===== config.mk =====
export PLATFORM = sky130hd
export DESIGN_NAME = mem_port_arbiter
export DESIGN_NICKNAME = d
export VERILOG_FILES = /design/src/rtl/mem_arb_pkg.sv /design/src/rtl/arb_wait_counter.sv /design/src/rtl/mem_port_arbiter.sv
export SDC_FILE = /design/constraint.sdc
export NUM_CORES = 1
export LEC_CHECK = 0
export ABC_AREA = 1
export BUFFER_PORTS_ARGS = -buffer_cell sky130_fd_sc_hd__buf_4
export CAP_MARGIN = 20
export CORE_AREA = 2 2 118 120
export DETAILED_ROUTE_END_ITERATION = 10
export DIE_AREA = 0 0 120 122
export PLACE_DENSITY = 0.61
export SYNTH_ARGS = -nofsm -noshare
export SYNTH_HDL_FRONTEND = slang
export SYNTH_SLANG_ARGS = --single-unit
export TNS_END_PERCENT = 20

===== constraint.sdc =====
create_clock -name i_clk -period 2.2 [get_ports i_clk]
set_clock_uncertainty 0.1 [all_clocks]
set_input_delay 0.44 -clock i_clk [delete_from_list [all_inputs] [get_ports i_clk]]
set_output_delay 0.44 -clock i_clk [all_outputs]
set_load 0.01 [all_outputs]

===== src/rtl/mem_arb_pkg.sv =====
// Shared types and constants for the data-memory port arbiter.
// Covers the arbitration state, the load-response owner and the RISC-V access sizes.
package mem_arb_pkg;

  typedef enum logic [0:0] {
    ARB    = 1'b0,
    LOCKED = 1'b1
  } arb_state_e;

  typedef enum logic [1:0] {
    OWN_NONE = 2'd0,
    OWN_P    = 2'd1,
    OWN_D    = 2'd2
  } owner_e;

  localparam logic [2:0] F3_LB  = 3'b000;
  localparam logic [2:0] F3_LH  = 3'b001;
  localparam logic [2:0] F3_LW  = 3'b010;
  localparam logic [2:0] F3_LBU = 3'b100;
  localparam logic [2:0] F3_LHU = 3'b101;
  localparam logic [2:0] F3_SB  = 3'b000;
  localparam logic [2:0] F3_SH  = 3'b001;
  localparam logic [2:0] F3_SW  = 3'b010;

  // Only an issued load earns a response slot.
  function automatic owner_e load_owner(input logic sel_p, input logic p_wren,
                                        input logic sel_d, input logic d_wren);
    owner_e own;
    own = OWN_NONE;
    if (sel_d && !d_wren) begin
      own = OWN_D;
    end else if (sel_p && !p_wren) begin
      own = OWN_P;
    end else begin
      own = OWN_NONE;
    end
    return own;
  endfunction

endpackage


===== src/rtl/arb_wait_counter.sv =====
// Saturating count of cycles the debug port has been denied.
// Clear dominates increment; at_max flags the forced-grant threshold.
module arb_wait_counter #(
  parameter int MAX_WAIT = 4,
  parameter int WAIT_W   = $clog2(MAX_WAIT + 1)
) (
  input  logic i_clk,
  input  logic i_rst_n,
  input  logic inc,
  input  logic clr,
  output logic at_max
);

  logic [WAIT_W-1:0] count_r;

  assign at_max = (count_r == WAIT_W'(MAX_WAIT));

  // Counter register, holds at MAX_WAIT until cleared.
  always_ff @(posedge i_clk or negedge i_rst_n) begin
    if (!i_rst_n) begin
      count_r <= '0;
    end else if (clr) begin
      count_r <= '0;
    end else if (inc && !at_max) begin
      count_r <= count_r + {{(WAIT_W-1){1'b0}}, 1'b1};
    end else begin
      count_r <= count_r;
    end
  end

endmodule


===== src/rtl/mem_port_arbiter.sv =====
// Shares the load-store unit between the pipeline (priority) and the debug master.
// Grants are combinational; load data is routed back one cycle later to its issuer.
module mem_port_arbiter
  import mem_arb_pkg::*;
#(
  parameter int MAX_WAIT = 4,
  parameter int WAIT_W   = $clog2(MAX_WAIT + 1)
) (
  input  logic        i_clk,
  input  logic        i_rst_n,
  input  logic        i_p_req,
  input  logic        i_p_wren,
  input  logic [2:0]  i_p_funct3,
  input  logic [31:0] i_p_addr,
  input  logic [31:0] i_p_wdata,
  output logic        o_p_stall,
  output logic        o_p_rvalid,
  output logic [31:0] o_p_rdata,
  input  logic        i_d_req,
  input  logic        i_d_lock,
  input  logic        i_d_wren,
  input  logic [2:0]  i_d_funct3,
  input  logic [31:0] i_d_addr,
  input  logic [31:0] i_d_wdata,
  output logic        o_d_gnt,
  output logic        o_d_rvalid,
  output logic [31:0] o_d_rdata,
  output logic        o_lsu_wren,
  output logic [2:0]  o_lsu_funct3,
  output logic [31:0] o_lsu_addr,
  output logic [31:0] o_lsu_wdata,
  input  logic [31:0] i_lsu_rdata
);

  arb_state_e state_r, state_next_s;
  owner_e     owner_r;
  logic       sel_p_s, sel_d_s;
  logic       cnt_inc_s, cnt_clr_s, at_max_s;

  arb_wait_counter #(
    .MAX_WAIT (MAX_WAIT),
    .WAIT_W   (WAIT_W)
  ) u_wait_cnt (
    .i_clk   (i_clk),
    .i_rst_n (i_rst_n),
    .inc     (cnt_inc_s),
    .clr     (cnt_clr_s),
    .at_max  (at_max_s)
  );

  // State register.
  always_ff @(posedge i_clk or negedge i_rst_n) begin
    if (!i_rst_n) begin
      state_r <= ARB;
    end else begin
      state_r <= state_next_s;
    end
  end

  // Grant decision; dropping the lock is arbitrated normally in the same cycle.
  always_comb begin
    sel_d_s      = 1'b0;
    sel_p_s      = 1'b0;
    cnt_inc_s    = 1'b0;
    cnt_clr_s    = 1'b1;
    state_next_s = state_r;
    case (state_r)
      LOCKED: begin
        if (i_d_lock) begin
          sel_d_s      = i_d_req;
          sel_p_s      = 1'b0;
          state_next_s = LOCKED;
        end else begin
          sel_d_s      = i_d_req && !i_p_req;
          sel_p_s      = i_p_req && !sel_d_s;
          cnt_inc_s    = i_d_req && !sel_d_s;
          cnt_clr_s    = !cnt_inc_s;
          state_next_s = ARB;
        end
      end
      default: begin
        sel_d_s      = i_d_req && (!i_p_req || at_max_s);
        sel_p_s      = i_p_req && !sel_d_s;
        cnt_inc_s    = i_d_req && !sel_d_s;
        cnt_clr_s    = !cnt_inc_s;
        state_next_s = (sel_d_s && i_d_lock) ? LOCKED : ARB;
      end
    endcase
  end

  // LSU mux and handshakes; everything reads zero while reset is asserted.
  always_comb begin
    o_d_gnt      = 1'b0;
    o_p_stall    = 1'b0;
    o_lsu_wren   = 1'b0;
    o_lsu_funct3 = 3'b000;
    o_lsu_addr   = 32'h0000_0000;
    o_lsu_wdata  = 32'h0000_0000;
    if (!i_rst_n) begin
      o_d_gnt = 1'b0;
    end else if (sel_d_s) begin
      o_d_gnt      = 1'b1;
      o_p_stall    = i_p_req;
      o_lsu_wren   = i_d_wren;
      o_lsu_funct3 = i_d_funct3;
      o_lsu_addr   = i_d_addr;
      o_lsu_wdata  = i_d_wdata;
    end else begin
      o_p_stall    = i_p_req && !sel_p_s;
      o_lsu_wren   = sel_p_s && i_p_wren;
      o_lsu_funct3 = i_p_funct3;
      o_lsu_addr   = i_p_addr;
      o_lsu_wdata  = i_p_wdata;
    end
  end

  // Remember who issued this cycle's load so next cycle's data goes to them.
  always_ff @(posedge i_clk or negedge i_rst_n) begin
    if (!i_rst_n) begin
      owner_r <= OWN_NONE;
    end else begin
      owner_r <= load_owner(sel_p_s, i_p_wren, sel_d_s, i_d_wren);
    end
  end

  assign o_p_rvalid = (owner_r == OWN_P);
  assign o_d_rvalid = (owner_r == OWN_D);
  assign o_p_rdata  = o_p_rvalid ? i_lsu_rdata : 32'h0000_0000;
  assign o_d_rdata  = o_d_rvalid ? i_lsu_rdata : 32'h0000_0000;

endmodule


; ---- Yosys cells after proc, flatten, opt, wreduce, memory -nomap -nowiden
; Index checks and enable logic that the tools add are counted.
[totals]
in_bits = 173
reg_bits = 6
[op_classes]
n_eq_ne = 3
addsub = 1
reduce_logical = 23
muxes = 29
[op_table]
columns = cell, count
row1 = 2-to-1 mux 32 bit, 6
row2 = 2-to-1 mux 1 bit, 18
row3 = logical AND 1 bit, 12
row4 = 2-to-1 mux 3 bit, 4
row5 = logical NOT 1 bit, 9
row6 = adder 3 x 1 -> 3 bit (second input constant), 1
row7 = equality test 3 bit (second input constant), 1
row8 = equality test 2 x 1 -> 1 bit (second input constant), 1
row9 = equality test 2 bit (second input constant), 1
row10 = 2-to-1 mux 2 bit, 1
row11 = nonzero test 2 bit, 1
row12 = logical OR 1 bit, 1

; ---- Logic depth before layout (Yosys ltp)
[depth]
word_depth = 10
mapped_depth = 10

; ---- Cells and area by module
; Synthesis repeated with hierarchy kept, for this count alone.
[hier_totals]
hier_cells = 534
hier_area_um2 = 2458.6
[modules_own_cells]
columns = module, cells_per_inst, seq_area_each_um2, instances, area_per_inst_um2
row1 = mem_port_arbiter, 509, 75.1, 1, 2273.4
row2 = arb_wait_counter, 25, 75.1, 1, 185.2

; ---- Worst setup path before layout
; Ideal clock, no wire load.
[synth_path]
path_kind = reg-to-output
startpoint = register u_wait_cnt.count_r[0]
endpoint = output port o_d_gnt
required_time_ns = 1.660
t_arrival_ns = 1.429
stages_incl_launch_ff = 9
setup_slack_ns = 0.231
cell_sequence = dfrtp_1 > inv_1 > ha_1 > nand2_2 > nand2_1 > nand2_1 > buf_6 > buf_4 > a21boi_0
[synth_between]
elab_chain_cells = 6
[synth_rtl]
columns = element, line_no
row1 = "start, declared", arb_wait_counter.sv:14  ; logic [WAIT_W-1:0] count_r;
row2 = "start signal, assigned", arb_wait_counter.sv:25  ; count_r <= count_r + {{(WAIT_W-1){1'b0}}, 1'b1};
row3 = "start signal, assigned", arb_wait_counter.sv:27  ; count_r <= count_r;
row4 = equality test 3 bit, arb_wait_counter.sv:16  ; assign at_max = (count_r == WAIT_W'(MAX_WAIT));
row5 = logical OR 1 bit, mem_port_arbiter.sv:82  ; sel_d_s = i_d_req && (!i_p_req || at_max_s);
row6 = logical AND 1 bit, mem_port_arbiter.sv:82
row7 = 2-to-1 mux 1 bit, mem_port_arbiter.sv:67  ; case (state_r)
row8 = 2-to-1 mux 1 bit, mem_port_arbiter.sv:101  ; end else if (sel_d_s) begin
row9 = 2-to-1 mux 1 bit, mem_port_arbiter.sv:99  ; if (!i_rst_n) begin
row10 = "end, declared", mem_port_arbiter.sv:25  ; output logic o_d_gnt,
; Every way passes these cells.

; ---- Worst setup path in the final report
[layout_path]
startpoint = register u_wait_cnt.count_r[1]
endpoint = output port o_lsu_addr[15]
[layout_between]
elab_chain_cells = 6
[layout_rtl]
columns = element, line_no
row1 = equality test 3 bit, arb_wait_counter.sv:16
row2 = logical OR 1 bit, mem_port_arbiter.sv:82
row3 = logical AND 1 bit, mem_port_arbiter.sv:82
row4 = 2-to-1 mux 1 bit, mem_port_arbiter.sv:67
row5 = 2-to-1 mux 32 bit, mem_port_arbiter.sv:101
row6 = 2-to-1 mux 32 bit, mem_port_arbiter.sv:99
row7 = "end, declared", mem_port_arbiter.sv:30  ; output logic [31:0] o_lsu_addr,
; Every way passes these cells.

==> results.rst <==
.. list-table::
   :header-rows: 1

   * - Metric
     - Value
   * - Most frequent standard cell in the layout excluding fill and tap cells
     - buf_4
   * - Number of iterations in the first detailed-routing pass
     - 4
   * - Critical register-to-register path startpoint
     - u_wait_cnt.count_r[1]$_DFFE_PN0P_
   * - Final weighted congestion in routability-driven placement
     - 0.745
   * - Vias after detailed routing
     - 4288
   * - Register cell area after layout
     - 150 um2
   * - First-iteration detailed-routing DRC count
     - 164
   * - Most area-consuming cells after synthesis
     - nor2_1, inv_1, a21oi_1
   * - Global-route wire length before repair
     - 18800 um
   * - Reg-to-Reg End
     - state_r$_DFF_PN0_
   * - Internal power consumption
     - 970 uW
   * - Post-detailed-route DRC marker count
     - 0
   * - Wirelength, routed
     - 13300 um
   * - Total number of clock tree sinks
     - 6
   * - Area of the multi-input gates
     - 1810 um2
   * - Number of warnings reported in the yosys synthesis log
     - 0
   * - Largest area contributor in the netlist
     - nor2_1
   * - Final design utilization
     - 41.2%
   * - Number of top-level pins
     - 309
   * - Fmax
     - 437 MHz
   * - Remaining Overflow, GRT
     - 0
   * - Tmin final
     - 2290 ps
   * - Final instance area
     - 5560 um2
   * - Die area
     - 14600 um2
   * - Total CTS buffers
     - 3
   * - Die W
     - 120 um
   * - Static leakage
     - 3.46 nW
   * - Register share of total power
     - 7.7%
   * - Floorplan core area
     - 13500 um2
   * - Unique cell type count in the Yosys netlist
     - 18
   * - Worst vdd rail ir drop
     - 0.174 mV
   * - Switching fraction of total power
     - 37.8%
   * - Most frequent cells in the layout
     - buf_4, nor2_1, inv_1, nand2_1, nand3_1
   * - Maximum number of pins on one net before global-route repair
     - 50
   * - Relative slew slack
     - 77.9%
   * - Clk network pwr share
     - 18.7%
   * - Clock slew at the register clock pins of the worst setup and hold paths
     - 30 ps
   * - Failing checks
     - setup timing
   * - Via-per-instance ratio
     - 4.27
   * - R2r setup slk
     - 670 ps
   * - Cell area after placement
     - 4870 um2
   * - Setup-violating endpoint count in the final report
     - 68
   * - Launch point of the critical path
     - u_wait_cnt.count_r[1]$_DFFE_PN0P_
   * - Via count of the first global-routing pass
     - 3866
   * - Destination of the critical timing path
     - o_lsu_addr[15]
   * - Post-Syn Area per Cell
     - 4.59 um2
   * - Number of antenna violations at the first check in global routing
     - 0
   * - Post-DR wirelength/cell
     - 13.2 um
   * - WS Path Type
     - flop to output pin
   * - Cell area after synthesis
     - 2410 um2
   * - Antenna diodes
     - 0
   * - Detail Route Antenna Nets
     - 0
   * - Outcome
     - finished, violations left
   * - Vertical die dimension
     - 122 um
   * - Synthesis-to-finish area growth
     - 130%
   * - Proportion of netlist area held by the largest area contributor
     - 21.3%
   * - Clock Latency Late Sink
     - 230 ps
   * - DP Worst Slack
     - 46.7 ps
   * - Number of flip-flops and latches in the synthesized netlist
     - 6
   * - Net count of the mapped netlist
     - 701
   * - Worst Reg-to-Reg Cells
     - 7
   * - CTS root buf
     - clkbuf_16
   * - Combinational group share of total power
     - 73.5%
   * - Number of pins with negative max-slew slack in the final report
     - 0
   * - TritonCTS clock tree
     - done
   * - Smallest setup slack after layout
     - -88.0 ps
   * - Final Hold Violating Endpoints
     - 0
   * - Unrepaired setup endpoints after global routing
     - true
   * - Worst Hold Class
     - primary input to async pin
   * - GR Util All Layers
     - 15.6%
   * - Count of hold-fix buffers inserted at cts
     - 0
   * - Crit. End Element
     - output pin
   * - Fill cell count
     - 1483
   * - HPWL reported at the end of detailed placement
     - 9270 um
   * - Maximum clock insertion buffer count
     - 2
   * - H-tree levels
     - 1
   * - Arrival time worst endpoint
     - 1750 ps
   * - Count of buffers inserted at the top-level ports
     - 308
   * - Number of cells produced by synthesis
     - 526
   * - Final total negative setup slack
     - -3890 ps
   * - Slew @ Worst Pin
     - 332 ps
   * - Category of the worst setup path launch point
     - flop
   * - Row count
     - 43
   * - Final period util
     - 104%
   * - Number of max-capacitance violations reported
     - 0
   * - Share of layout cells above drive strength 1
     - 47.0%
   * - Part of the Yosys area used for sequential elements
     - 6.22%
   * - CP required
     - 1660 ps
   * - Crit Path Max Fanout
     - 9
   * - P_sw
     - 590 uW
   * - Final #Nets
     - 1001
   * - Pwr/cell area
     - 281 nW/um2
   * - Initial cell density of the core
     - 17.9%
==> sequential cells by signal (all words and copies together) (netlist names) <==
register,cells
u_wait_cnt.count_r,3
owner_r,2
state_r,1
==> routing by layer <==
| metal | up-vias | GRT usage (%) | part of all wire [%] |
|---|---|---|---|
| met5 | - | 0 | 0 |
| met4 | 0 | 3.31 | 1.4 |
| met3 | 12 | 3.84 | 8.7 |
| met2 | 192 | 30.2 | 53 |
| met1 | 1903 | 17.0 | 37 |
| li1 | 2181 | - | - |
==> how the worst min path moves through the flow <==
stage               cells after the start  slack [ps]                   end
floorplan                               0          40  owner_r[0]$_DFF_PN0_
global placement                        2         310     state_r$_DFF_PN0_
detailed placement                      2         320  owner_r[1]$_DFF_PN0_
CTS                                     2          70     state_r$_DFF_PN0_
global route                            2          70     state_r$_DFF_PN0_
finish                                  2          60  owner_r[1]$_DFF_PN0_
==> kinds of logic (layout without fill, tap and decap cells) <==
| group | Yosys count | after routing | share of synthesized area (%) |
|---|---|---|---|
| adders and majority gates | 2 | 2 | 1.04 |
| buffers and inverters | 155 | 453 | 27.9 |
| and+or+nand+nor | 287 | 287 | 48.7 |
| AOI/OAI and AO/OA | 75 | 75 | 15.8 |
| xor gates and xnor gates | 1 | 1 | 0.363 |
| DFF | 6 | 6 | 6.22 |
==> repair_timing <==
item                                    4_1_cts  5_1_grt
resized for setup                            36       24
endpoints found under the setup margin       70       70
buffers inserted                              5        2
cloned                                        5        7
endpoints found under the hold margin         0        0
pin swaps                                     3        8
==> cells in the mapped netlist (all sizes together) <==
cell type / count
inv: 110
a21boi: 1
xor2: 1
a21oi: 71
nor2: 137
dfrtp: 6
o211ai: 1
nand3: 69
buf: 30
clkinv: 1
nand2: 80
o21ai: 2
ha: 2
nor3: 1
clkbuf: 14
==> final cells by class <==
cell class,instances,share of cell area [%]
Inverter,111,7.50
Clock buffer,3,1.35
Sequential cell,6,2.70
Tap cell,180,4.05
Timing Repair Buffer,339,51.8
Multi-Input combinational cell,365,32.6
==> critical path: stages (launching register included) <==
cell	delay (ps)
dfrtp_1	390
inv_2	80
ha_4	150
nand2_4	50
nand2_4	80
nand2_8	80
buf_12	170
clkbuf_16	170
nand3_1	60
nand2_1	50
nor2_1	100
buf_4	130
==> per-stage QoR <==
step	cells	hold slack (ps)	power, mW
after CTS	995	73.5	1.51
final	1004	63.9	1.56
after floorplan	526	44.4	0.574
after global placement	982	311	1.11
after global routing	1004	73.7	1.68
after detailed placement	982	316	1.11
==> power by group through the flow <==
stage	combinational (mW)	sequential (mW)	clock, mW
floorplan	0.453	0.121	0
global placement	0.990	0.121	0
detailed placement	0.992	0.121	0
CTS	1.09	0.120	0.298
global route	1.25	0.121	0.310
finish	1.15	0.121	0.292
(Power assumes the default switching activity.)
